`src/rtl/gcd_pkg.sv`:
```
// gcd_pkg
// Shared definitions for the GCD unit and its operand queue.
//   GCD_WL        default operand word length in bits
//   GCD_DEPTH     default operand queue capacity in pairs
//   operand_pair_t  one {a, b} operand pair as handed to the GCD unit
package gcd_pkg;

   localparam int GCD_WL    = 8;
   localparam int GCD_DEPTH = 4;

   typedef struct packed {
      logic [GCD_WL-1:0] a;
      logic [GCD_WL-1:0] b;
   } operand_pair_t;

endpackage

```
`src/rtl/gcd_ops_fifo.sv`:
```
// gcd_ops_fifo
// Operand-pair queue placed in front of the GCD unit. The producer pushes
// {in_a, in_b} with a valid/ready handshake and the GCD unit pops the head
// pair with a second valid/ready handshake. Both ready and valid come only
// from registered state, so neither side sees a combinational path from the
// other.
// Ports:
//   clk      single clock, rising edge
//   rst      asynchronous active-high reset
//   in_val   producer offers a pair          in_rdy   queue has room
//   in_a     operand A from producer         in_b     operand B from producer
//   ops_val  head pair valid                 ops_rdy  GCD unit takes head pair
//   ops_a    head operand A                  ops_b    head operand B
//   count    number of stored pairs (0..DEPTH)
module gcd_ops_fifo
   import gcd_pkg::*;
#(
   parameter int WL    = GCD_WL,
   parameter int DEPTH = GCD_DEPTH
) (
   input  logic                       clk,
   input  logic                       rst,
   input  logic                       in_val,
   output logic                       in_rdy,
   input  logic [WL-1:0]              in_a,
   input  logic [WL-1:0]              in_b,
   output logic                       ops_val,
   input  logic                       ops_rdy,
   output logic [WL-1:0]              ops_a,
   output logic [WL-1:0]              ops_b,
   output logic [$clog2(DEPTH):0]     count
);

   localparam int AW = $clog2(DEPTH);
   localparam int CW = AW + 1;

   operand_pair_t mem [DEPTH];
   operand_pair_t wr_pair;
   operand_pair_t head_pair;

   logic [AW-1:0] wr_ptr;
   logic [AW-1:0] rd_ptr;
   logic [CW-1:0] count_q;
   logic          push;
   logic          pop;

   // Flags depend only on count_q, so in_rdy never depends on ops_rdy and
   // ops_val never depends on in_val.
   assign in_rdy  = (count_q != CW'(DEPTH));
   assign ops_val = (count_q != '0);
   assign push    = in_val && in_rdy;
   assign pop     = ops_val && ops_rdy;
   assign count   = count_q;

   // The package pair type has a fixed field width; casts adapt it to WL.
   assign wr_pair.a = GCD_WL'(in_a);
   assign wr_pair.b = GCD_WL'(in_b);

   assign head_pair = mem[rd_ptr];
   assign ops_a     = WL'(head_pair.a);
   assign ops_b     = WL'(head_pair.b);

   // Storage carries no reset; the pointers and count alone decide validity.
   always_ff @(posedge clk) begin
      if (push) begin
         mem[wr_ptr] <= wr_pair;
      end
   end

   // DEPTH is a power of two, so the pointers wrap from DEPTH-1 to 0 by
   // natural overflow. A simultaneous push and pop leaves count unchanged.
   always_ff @(posedge clk or posedge rst) begin
      if (rst) begin
         wr_ptr  <= '0;
         rd_ptr  <= '0;
         count_q <= '0;
      end else begin
         if (push) begin
            wr_ptr <= wr_ptr + AW'(1);
         end
         if (pop) begin
            rd_ptr <= rd_ptr + AW'(1);
         end
         case ({push, pop})
            2'b10:   count_q <= count_q + CW'(1);
            2'b01:   count_q <= count_q - CW'(1);
            default: count_q <= count_q;
         endcase
      end
   end

endmodule

```
`config.mk`:
```
export PLATFORM = sky130hd
export DESIGN_NAME = gcd_ops_fifo
export DESIGN_NICKNAME = d
export VERILOG_FILES = /design/src/rtl/gcd_pkg.sv /design/src/rtl/gcd_ops_fifo.sv
export SDC_FILE = /design/constraint.sdc
export NUM_CORES = 1
export LEC_CHECK = 0
export CAP_MARGIN = 20
export CORE_ASPECT_RATIO = 0.8
export CORE_MARGIN = 2
export CORE_UTILIZATION = 45
export CTS_BUF_LIST = sky130_fd_sc_hd__clkbuf_8
export DETAILED_ROUTE_END_ITERATION = 8
export PLACE_DENSITY = 0.68
export RECOVER_POWER = 25
export SYNTH_ARGS = -nofsm -noshare
export SYNTH_HDL_FRONTEND = slang
export SYNTH_SLANG_ARGS = --single-unit
```
`constraint.sdc`:
```
create_clock -name clk -period 5.9 [get_ports clk]
set_clock_uncertainty 0.15 [all_clocks]
set_input_delay 0.59 -clock clk [delete_from_list [all_inputs] [get_ports clk]]
set_output_delay 0.59 -clock clk [all_outputs]
set_load 0.1 [all_outputs]
```
### After elaboration in Yosys (flattened, before gate mapping)

Memory sizes are Yosys's and may differ from the RTL's.
Index checks and enable logic that the tools add are counted.

| storage, ports and cells | value |
|---|---|
| word-level logic and storage cells | 18 |
| bits of input ports | 20 |
| memories kept | 1 |
| output and inout bits | 21 |
| memory bits (writable) | 64 |
| bits in registers | 7 |

| operators by class | value |
|---|---|
| equality and inequality tests | 3 |
| add/subtract/negate cells | 4 |
| mux-type cells | 3 |
| reduce and logical (&&, ||, !) cells | 4 |

Memory list:

| memory | depth | width | rd ports | clocked after memory_dff | wr ports | line | source |
|---|---|---|---|---|---|---|---|
| mem | 4 | 16 | 1 | 0 | 1 | gcd_ops_fifo.sv:37 | `operand_pair_t mem [DEPTH];` |

Operators by type and width:

| cell | number |
|---|---|
| 3-bit one-hot mux with 2 select lines | 1 |
| 2-bit by 1-bit adder with 2-bit output (second input constant) | 2 |
| 3-bit by 1-bit adder with 3-bit output (second input constant) | 1 |
| 3-bit != test (second input constant) | 1 |
| 3-bit nonzero test | 1 |
| 3-bit by 1-bit subtractor with 3-bit output (second input constant) | 1 |
| 2-bit by 1-bit == test with 1-bit output (second input constant) | 1 |
| 2-bit == test (second input constant) | 1 |
| 1-bit logical AND | 2 |
| 1-bit 2-to-1 mux | 2 |
| 2-bit nonzero test | 1 |

### Depth between registers and ports, before layout

Gate-level depths: netlist (run 1).

| logic depth | value |
|---|---|
| word-level depth | 4 |
| mapped depth | 9 |
| gate-level depth less buffers | 9 |

### Worst setup path before layout (run 1)

Ideal clock, no wire load.

| path | value |
|---|---|
| kind | register to register |
| start | reg count_q[2], in the netlist count[2] |
| end | reg count_q[2], in the netlist count[2] |
| setup slack | 2.820 ns |
| clock period less this slack | 3.080 ns |
| buffers on the path | 0 |
| required time | 5.587 ns |
| arrival | 2.767 ns |
| cell stages (with the launch flop) | 10 |
| setup time | 0.163 ns |
| path through | dfrtp_1 > or3b_4 > and2_4 > inv_1 > ha_1 > inv_1 > fa_1 > xor2_1 > nor2_1 > xor2_1 |

| on the way | value |
|---|---|
| cells in the longest elaborated chain, start to end | 4 |
| elaborated cells between the ends (all ways) | 10 |
| those cells by class | add/sub: 2; eq/ne: 3; mux: 1; reduce/logical: 4 |

Ends and longest elaborated chain:

| item | line | source |
|---|---|---|
| start, declared | gcd_ops_fifo.sv:43 | `logic [CW-1:0] count_q;` |
| start signal, assigned | gcd_ops_fifo.sv:85 | `2'b10: count_q <= count_q + CW'(1);` |
| start signal, assigned | gcd_ops_fifo.sv:86 | `2'b01: count_q <= count_q - CW'(1);` |
| start signal, assigned | gcd_ops_fifo.sv:87 | `default: count_q <= count_q;` |
| 3-bit != test * | gcd_ops_fifo.sv:49 | `assign in_rdy = (count_q != CW'(DEPTH));` |
| net in_rdy | gcd_ops_fifo.sv:24 | `output logic in_rdy,` |
| 1-bit logical AND * | gcd_ops_fifo.sv:51 | `assign push = in_val && in_rdy;` |
| 2-bit by 1-bit == test with 1-bit output / 2-bit == test (equally long branches) | gcd_ops_fifo.sv:84 | `case ({push, pop})` |
| 3-bit one-hot mux with 2 select lines / 2-bit nonzero test (equally long branches) | - |  |

The timed path passes the listed nets; every way through them passes the cells marked *.
A chain may end at the register's enable or synchronous reset.

### Worst setup path after layout (run 1)

| path | value |
|---|---|
| start | reg rd_ptr[0] |
| end | out ops_a[4] |

| on the way | value |
|---|---|
| cells in the longest elaborated chain, start to end | 1 |

Ends and longest elaborated chain:

| item | line | source |
|---|---|---|
| start, declared | gcd_ops_fifo.sv:42 | `logic [AW-1:0] rd_ptr;` |
| start signal, assigned | gcd_ops_fifo.sv:82 | `rd_ptr <= rd_ptr + AW'(1);` |
| memory 4 x 16 bit | - |  |
| end, declared | gcd_ops_fifo.sv:29 | `output logic [WL-1:0] ops_a,` |

Every way passes these cells.

==> results of run 1 <==
[path summary, 6_finish.rpt]
check	from	endpoint	slack (ns)	cells after the start
hold / removal	count[2]	count[2]	0.40	1
hold reg to reg	count[2]	count[2]	0.40	1
min in group asynchronous	rst	count[1]	0.48	2
setup reg to reg	count[0]	count[2]	3.49	9
setup / recovery	rd_ptr[0]	ops_a[4]	2.41	3
max in group asynchronous	rst	wr_ptr[1]	4.92	2
[worst max-delay path: cells and delay by family (launching register included)]
kind / cells / cell delay, ns
buffers and inverters: 2 / 1.22
DFF: 1 / 0.69
muxes: 1 / 0.51
[metrics by stage]
step	setup WS, ns	area (um^2)
finish	2.41	3390
global route	2.28	3390
CTS	2.35	3390
detailed placement	2.72	3250
global placement	2.40	3220
floorplan	2.82	2740
[sequential cells by signal, indices dropped and copies added (netlist names)]
register,cells
rd_ptr,2
mem,64
wr_ptr,2
count,3
[per-layer routing]
layer	vias up	wire length [um]	share of wire (%)	global-route usage [%]
met3	5	244	5.5	7.18
li1	586	-	-	-
met4	0	38	0.85	4.88
met1	654	1940	44	18.2
met5	-	0	0	0
met2	37	2230	50	24.3
[area by class of cell]
class	count	area, um^2	area share [%]
Tap cell	81	101	2.99
Inverter	7	26.3	0.775
Multi-Input combinational cell	40	596	17.6
Sequential cell	71	2100	61.8
Clock buffer	9	124	3.65
Clock inverter	5	20.0	0.590
Timing Repair Buffer	41	428	12.6
[cell families after synthesis]
family | share of synthesized area (%)
xor gates and xnor gates | 1.92
adders and majority gates | 3.01
DFF | 76.5
muxes | 14.1
buffers and inverters | 1.74
AOI/OAI and AO/OA | 0.365
and+or+nand+nor | 2.37
[layout by cell type, fill, tap and decap left out, types with 2 or more instances in the layout]
cell	count
dfrtp_1	7
xnor2_1	3
inv_1	9
clkdlybuf4s50_1	30
xor2_1	3
edfxtp_1	64
ha_1	5
and3_2	4
clkbuf_8	9
mux4_2	16
clkinv_1	2
dlygate4sd3_1	10
==> reports/results.ini, run 1 <==
[cts]
clock_sinks = 71
clock_path_buffers = 2
clock_latency_ns = 0.33
post_cts_buffers = 0
cts_resized = 0
clk_pin_slew_ns = 0.06
cts_tree = yes
numCtsBuffers = 9
cts-root-buf = clkbuf_8
holdBufCountCts = 0
h-tree-depth = 3

[yosys]
ys_top_cells_by_area = edfxtp_1 70%, mux4_2 13%, dfrtp_1 6.4%
ys.flop_type = edfxtp_1
netlist.area_leader.share_pct = 70.1
synth_edf_count = 64
syn_avg_cell_area_um2 = 22.5
yosys.area.top_type = edfxtp_1
synth-seq-area-share_pct = 76.5
yosysMostFrequentCell = edfxtp_1
ys_warn_count = 0
yosys-top-cells-count = 64 x edfxtp_1, 16 x mux4_2, 7 x dfrtp_1, 7 x inv_1, 5 x ha_1
ys_ff_latch = 71
ys_types = 20
synth_async_sr_flop_share_pct = 9.86
synth_fp_nets = 148
syn_area_um2 = 2740
synth_cells = 122

[sta]
fin_crit_sh_pct = 59.2
slew_headroom_pct = 33.6
finalSetupTns_ns = 0
tightest_slew_ns = 0.993
setup_viol = 0
fmax_ghz = 0.286
hold_violations = 0
final.min_clock_period_ns = 3.49
rsz0062_at_grt = false
slew_viol_final = 0
whs_ns = 0.398

[setup_path]
slowest_delay_ns = 0.99
crit_fanout = 12
startpoint_type = flop
required_ns = 5.16
cp_slowest_cell = clkdlybuf4s50_1
cp.arrival_ns = 2.75
cp-end-kind = output port
path_cells = buf_16 -> mux4_2 -> clkdlybuf4s50_1
worstSetupPathType = reg2out

[placement]
dp.cells = 240
numPortBuffers = 40
place_congestion = 0.754
dp_hpwl_um = 2900

[floorplanning]
dieWidth_um = 91.2
row_count = 25
core_um2 = 5910
die_h_um = 73.8
pin_count = 41
initial_utilization_pct = 46.3
dieArea_um2 = 6730

[layout]
area_growth_pct = 23.8
final_util_pct = 57.4
nNetsFinal = 196
diodes = 0
fillCellCount = 424
instances_no_fill = 254
drive_gt1_share_pct = 20.8

[global_routing]
antenna_found_initial = 0
grt_max_degree = 18
grt_pass1_vias = 1375
grt_usage_pct = 15.0
grt_overflow = 0
grt_pass1_wl_um = 7150

[detailed_routing]
dr.first_iter.drc_count = 37
detail-route-antenna-nets = 0
drt_wl_total_um = 4460
wl_per_cell_um = 17.5
via_per_inst = 5.05
firstDrtPassIters = 4
via_count = 1282
drc = 0

[flow_run]
max-cap-violations = 0

[status]
status = complete, no violations

[worst_hold_path]
hp-class = reg2reg

Power of run 1 is not shown: default switching activity piles up to over one toggle a cycle in this logic, so the estimate is an artifact.
==> run 2: changes to the inputs <==
--- a/config.mk
+++ b/config.mk
@@ -11,7 +11,7 @@
 export CORE_UTILIZATION = 45
 export CTS_BUF_LIST = sky130_fd_sc_hd__clkbuf_8
 export DETAILED_ROUTE_END_ITERATION = 8
-export PLACE_DENSITY = 0.68
+export PLACE_DENSITY = 0.71
 export RECOVER_POWER = 25
 export SYNTH_ARGS = -nofsm -noshare
 export SYNTH_HDL_FRONTEND = slang
==> constraint.sdc (replaced) <==
create_clock -name clk -period 2.9 [get_ports clk]
set_clock_uncertainty 0.15 [all_clocks]
set_input_delay 0.29 -clock clk [delete_from_list [all_inputs] [get_ports clk]]
set_output_delay 0.29 -clock clk [all_outputs]
set_load 0.1 [all_outputs]
==> reports/results.ini, run 2 (same netlist as run 1, synthesis figures left out) <==
[layout]
drive_gt1_share_pct = 35.6
register_area_um2 = 2100
final_cell_mix = 64 x edfxtp_1, 16 x mux4_2, 16 x buf_12
largest-register = mem
nNetsFinal = 197
largest_reg_flops = 64
fillCellCount = 399
multiInputGateArea_um2 = 596
area_growth_pct = 28.9
final_common_cell = edfxtp_1
diodes = 0

[floorplanning]
initial_utilization_pct = 46.3
dieWidth_um = 91.2
dieArea_um2 = 6730
pin_count = 41
die_h_um = 73.8
row_count = 25
core_um2 = 5910

[status]
status = complete, no violations

[detailed_routing]
detail-route-antenna-nets = 0
firstDrtPassIters = 4
dr_wl_met3_um = 297
drt_wl_total_um = 4660
drc = 0
via_per_inst = 5.07
highest_layer = met4
wl_per_cell_um = 18.3
wl_met1_um = 1920
via_count = 1292
wl_met2_um = 2420
dr.first_iter.drc_count = 76

[cts]
holdBufCountCts = 0
cts_tree = yes
clock_latency_ns = 0.34
clk_pin_slew_ns = 0.07
cts-root-buf = clkbuf_8
clock_path_buffers = 2
h-tree-depth = 3
post_cts_buffers = 0
clock_sinks = 71
cts_resized = 0
numCtsBuffers = 9

[global_routing]
grt_pass1_wl_um = 7300
antenna_found_initial = 0
grt_pass1_vias = 1395
grt_max_degree = 18
grt_usage_pct = 15.5
grt_overflow = 0

[sta]
slew_viol_final = 0
final.min_clock_period_ns = 2.42
rsz0062_at_grt = false
setup_viol = 0
finalSetupTns_ns = 0
slew_headroom_pct = 46.5
tightest_slew_ns = 0.803
hold_violations = 0
fin_crit_sh_pct = 83.4
fmax_ghz = 0.414

[setup_path]
required_ns = 3.01
crit_fanout = 6
worstReg2RegEnd = count[2]
ff2ff_path_depth = 9
startpoint_type = flop
worstSetupPathType = reg2reg
rr_startpoint = count[0]
rrSetupSlack_ns = 0.48
cp.arrival_ns = 2.53
cp-end-kind = flop

[placement]
dp_hpwl_um = 3020
numPortBuffers = 40
place_congestion = 0.732

[worst_hold_path]
hp-class = in2async

[flow_run]
max-cap-violations = 0

## run 2: cell count changes in the layout (fill, tap and decap cells not counted)
cell / before / now
clkinv_1: 2 / 0
buf_16: 1 / 0
inv_1: 9 / 10
dfrtp_2: 0 / 3
clkdlybuf4s50_1: 30 / 9
dfrtp_1: 7 / 4
buf_4: 0 / 7
buf_12: 0 / 16
clkinv_2: 1 / 2
## run 2: critical path, stage by stage, from the launching register on
cell and delay, ns:
dfrtp_2 0.45, or3b_4 0.44, and2_4 0.20, inv_1 0.05, ha_1 0.17, inv_1 0.06, fa_1 0.38, xor2_1 0.15
nor2_1 0.12, xor2_1 0.16
## run 2: layout make-up
cell class                      instances  share of cell area (%)
Multi-Input combinational cell         40                    16.9
Inverter                                7                   0.744
Clock buffer                            9                    3.51
Sequential cell                        71                    59.5
Timing Repair Buffer                   42                    15.9
Tap cell                               81                    2.87
Clock inverter                          5                   0.602
## run 2: how the worst max path moves through the flow
stage	depth (start not counted)	end	from	slack (ns)
2_1_floorplan	9	count[2]	count[2]	0.12
3_3_place_gp	9	count[2]	count[0]	0.61
3_5_place_dp	9	count[2]	count[0]	0.52
4_1_cts	9	count[2]	count[0]	0.50
5_1_grt	9	count[2]	count[0]	0.40
6_report	9	count[2]	count[0]	0.48
## run 2: through the flow
stage / cell area (um^2) / hold WS (ns) / util, % / instances / setup slack [ns]
global route: 3530 / 0.175 / 59.7 / 255 / 0.397
floorplan: 2740 / -0.0568 / - / 122 / 0.120
detailed placement: 3390 / 0.350 / 57.3 / 241 / 0.516
CTS: 3530 / 0.0201 / 59.7 / 255 / 0.499
global placement: 3390 / 0.333 / 57.3 / 241 / 0.607
finish: 3530 / 0.164 / 59.7 / 255 / 0.482
## run 2: metal layers
metal	up-vias	GRT usage, %
met1	663	17.1
met5	-	0
li1	583	-
met4	0	5.05
met3	2	7.38
met2	44	26.9
Power of run 2 is left out for the same reason.
==> variant (flow settings as in run 2) <==
Register the output `count` once more, cleared by the reset; this adds one clock of latency there. The other outputs are not delayed to match.
--- a/src/rtl/gcd_ops_fifo.sv
+++ b/src/rtl/gcd_ops_fifo.sv
@@ -52,3 +52,9 @@
    assign pop     = ops_val && ops_rdy;
-   assign count   = count_q;
+   always_ff @(posedge clk or posedge rst) begin
+      if (rst) begin
+         count <= '0;
+      end else begin
+         count <= count_q;
+      end
+   end
 
Behaviour: not the same (Yosys sat finds a counterexample within 4 cycles, from zero or initial values and one cycle with rst high).
==> variant against run 2 <==
  * Final area grew 3.4%
  * Routed wire length fell by 2.7%
  * Critical path type unchanged
  * Sequential cell count increased by 3
  * Utilization up 1.4 points
  * Worst setup slack improved by 0.0054 ns
  * Hold slack improved by 0.038 ns
  * Non-clock buffer count stayed put
  * Synthesized area rose by 2.7%
  * Cell count increased by 2.0%
  * Critical endpoint is now count_q[2]
Power is not shown: default switching activity piles up to over one toggle a cycle in this logic, so the estimate is an artifact.
==> variant: results (changes against run 2) <==
stage,metric,value,unit,change
logic_synthesis,yosysSeqAreaShare,0.772,,+0.00626
route,wire_per_inst,17.4,um,-4.6%
cells_and_area,nNetsFinal,200,,+1.5%
setup_path,cp_max_fo,6,,unchanged
setup_path,critPathArrivalTime,2.53,ns,about the same
outcome,status,completed,,
logic_synthesis,synthXorXnorAreaFrac,0.0187,,-0.000511
route,drt_iter0_drc,80,,+5.3%
logic_synthesis,synthCells,125,,+2.5%
setup_path,rrSetupSlack,0.49,ns,
cells_and_area,fin_cells,260,,+2.0%
cells_and_area,drive_above_1_share,0.352,,-0.00437
sta,worst_pin_slew,0.799,ns,-0.00402 ns
logic_synthesis,synth_compound_area_frac,0.00356,,-0.0000974
route,routed_via_density,5.07,,about the same
grt,grt_usage,0.152,,-0.00289
logic_synthesis,synthMuxAreaShare,0.137,,-0.00375
setup_path,cp_slowest_cell,dfrtp_1,,
grt,first_global_vias,1472,,+5.5%
logic_synthesis,synth_nets,151,,+2.0%
place,dp_cells,244,,+1.2%
min_path,hp-class,in -> async,,
place,dpl_cell_area,3460,um2,+2.1%
logic_synthesis,synthAdderAreaFrac,0.0293,,-0.000804
grt,grt_pass1_wl,7.36,mm,+0.85%
logic_synthesis,synth_area_leaders,"edfxtp_1, mux4_2, dfrtp_1",,
place,hpwl,2.96,mm,-2.0%
logic_synthesis,async_flop_share,0.135,,+0.0365
logic_synthesis,synth_common_cells,"edfxtp_1, mux4_2, dfrtp_1, inv_1, ha_1",,
route,drt_first_pass_iters,6,,+2
place,globalplace.congestion,0.795,,+8.7%
clock_tree,htreeDepth,3,,unchanged
## variant: cells by family after synthesis
family | count (synthesis)
AO/OA/AOI/OAI | 1
flip-flops | 74
multiplexers | 18
adder cells (fa/ha/maj) | 6
AND/OR/NAND/NOR | 9
buffers and inverters | 11
XOR/XNOR | 6
## variant: worst paths after layout
check / start / end / cells past startpoint
min reg2reg: count_q[1] / count[1] / 0
max in group asynchronous: rst / count[0] / 2
min in group clk: count_q[1] / count[1] / 0
min: rst / count[2] / 2
max reg2reg: count_q[0] / count_q[2] / 9
max: count_q[0] / count_q[2] / 9
## variant: metrics by stage
step | utilization | setup WS (ns) | hold slack (ns)
final | 0.611 | 0.488 | 0.203
after detailed placement | 0.579 | 0.509 | 0.301
after global routing | 0.611 | 0.395 | 0.230
after floorplan | - | 0.467 | -0.0198
after global placement | 0.579 | 0.633 | 0.269
after CTS | 0.611 | 0.492 | 0.0636
## variant: layer usage
metal	global-route usage	share of wire	up-vias
li1	-	-	594
met1	0.185	0.44	681
met2	0.239	0.50	36
met3	0.0661	0.053	7
met4	0.0746	0.012	0
met5	0	0	-
## variant: layout make-up
class,count,area (um2)
Fill cell,422,2320
Sequential cell,74,2170
Multi-Input combinational cell,40,596
Timing Repair Buffer,42,563
Clock buffer,9,124
Tap cell,81,101
Clock inverter,7,70.1
Inverter,7,26.3
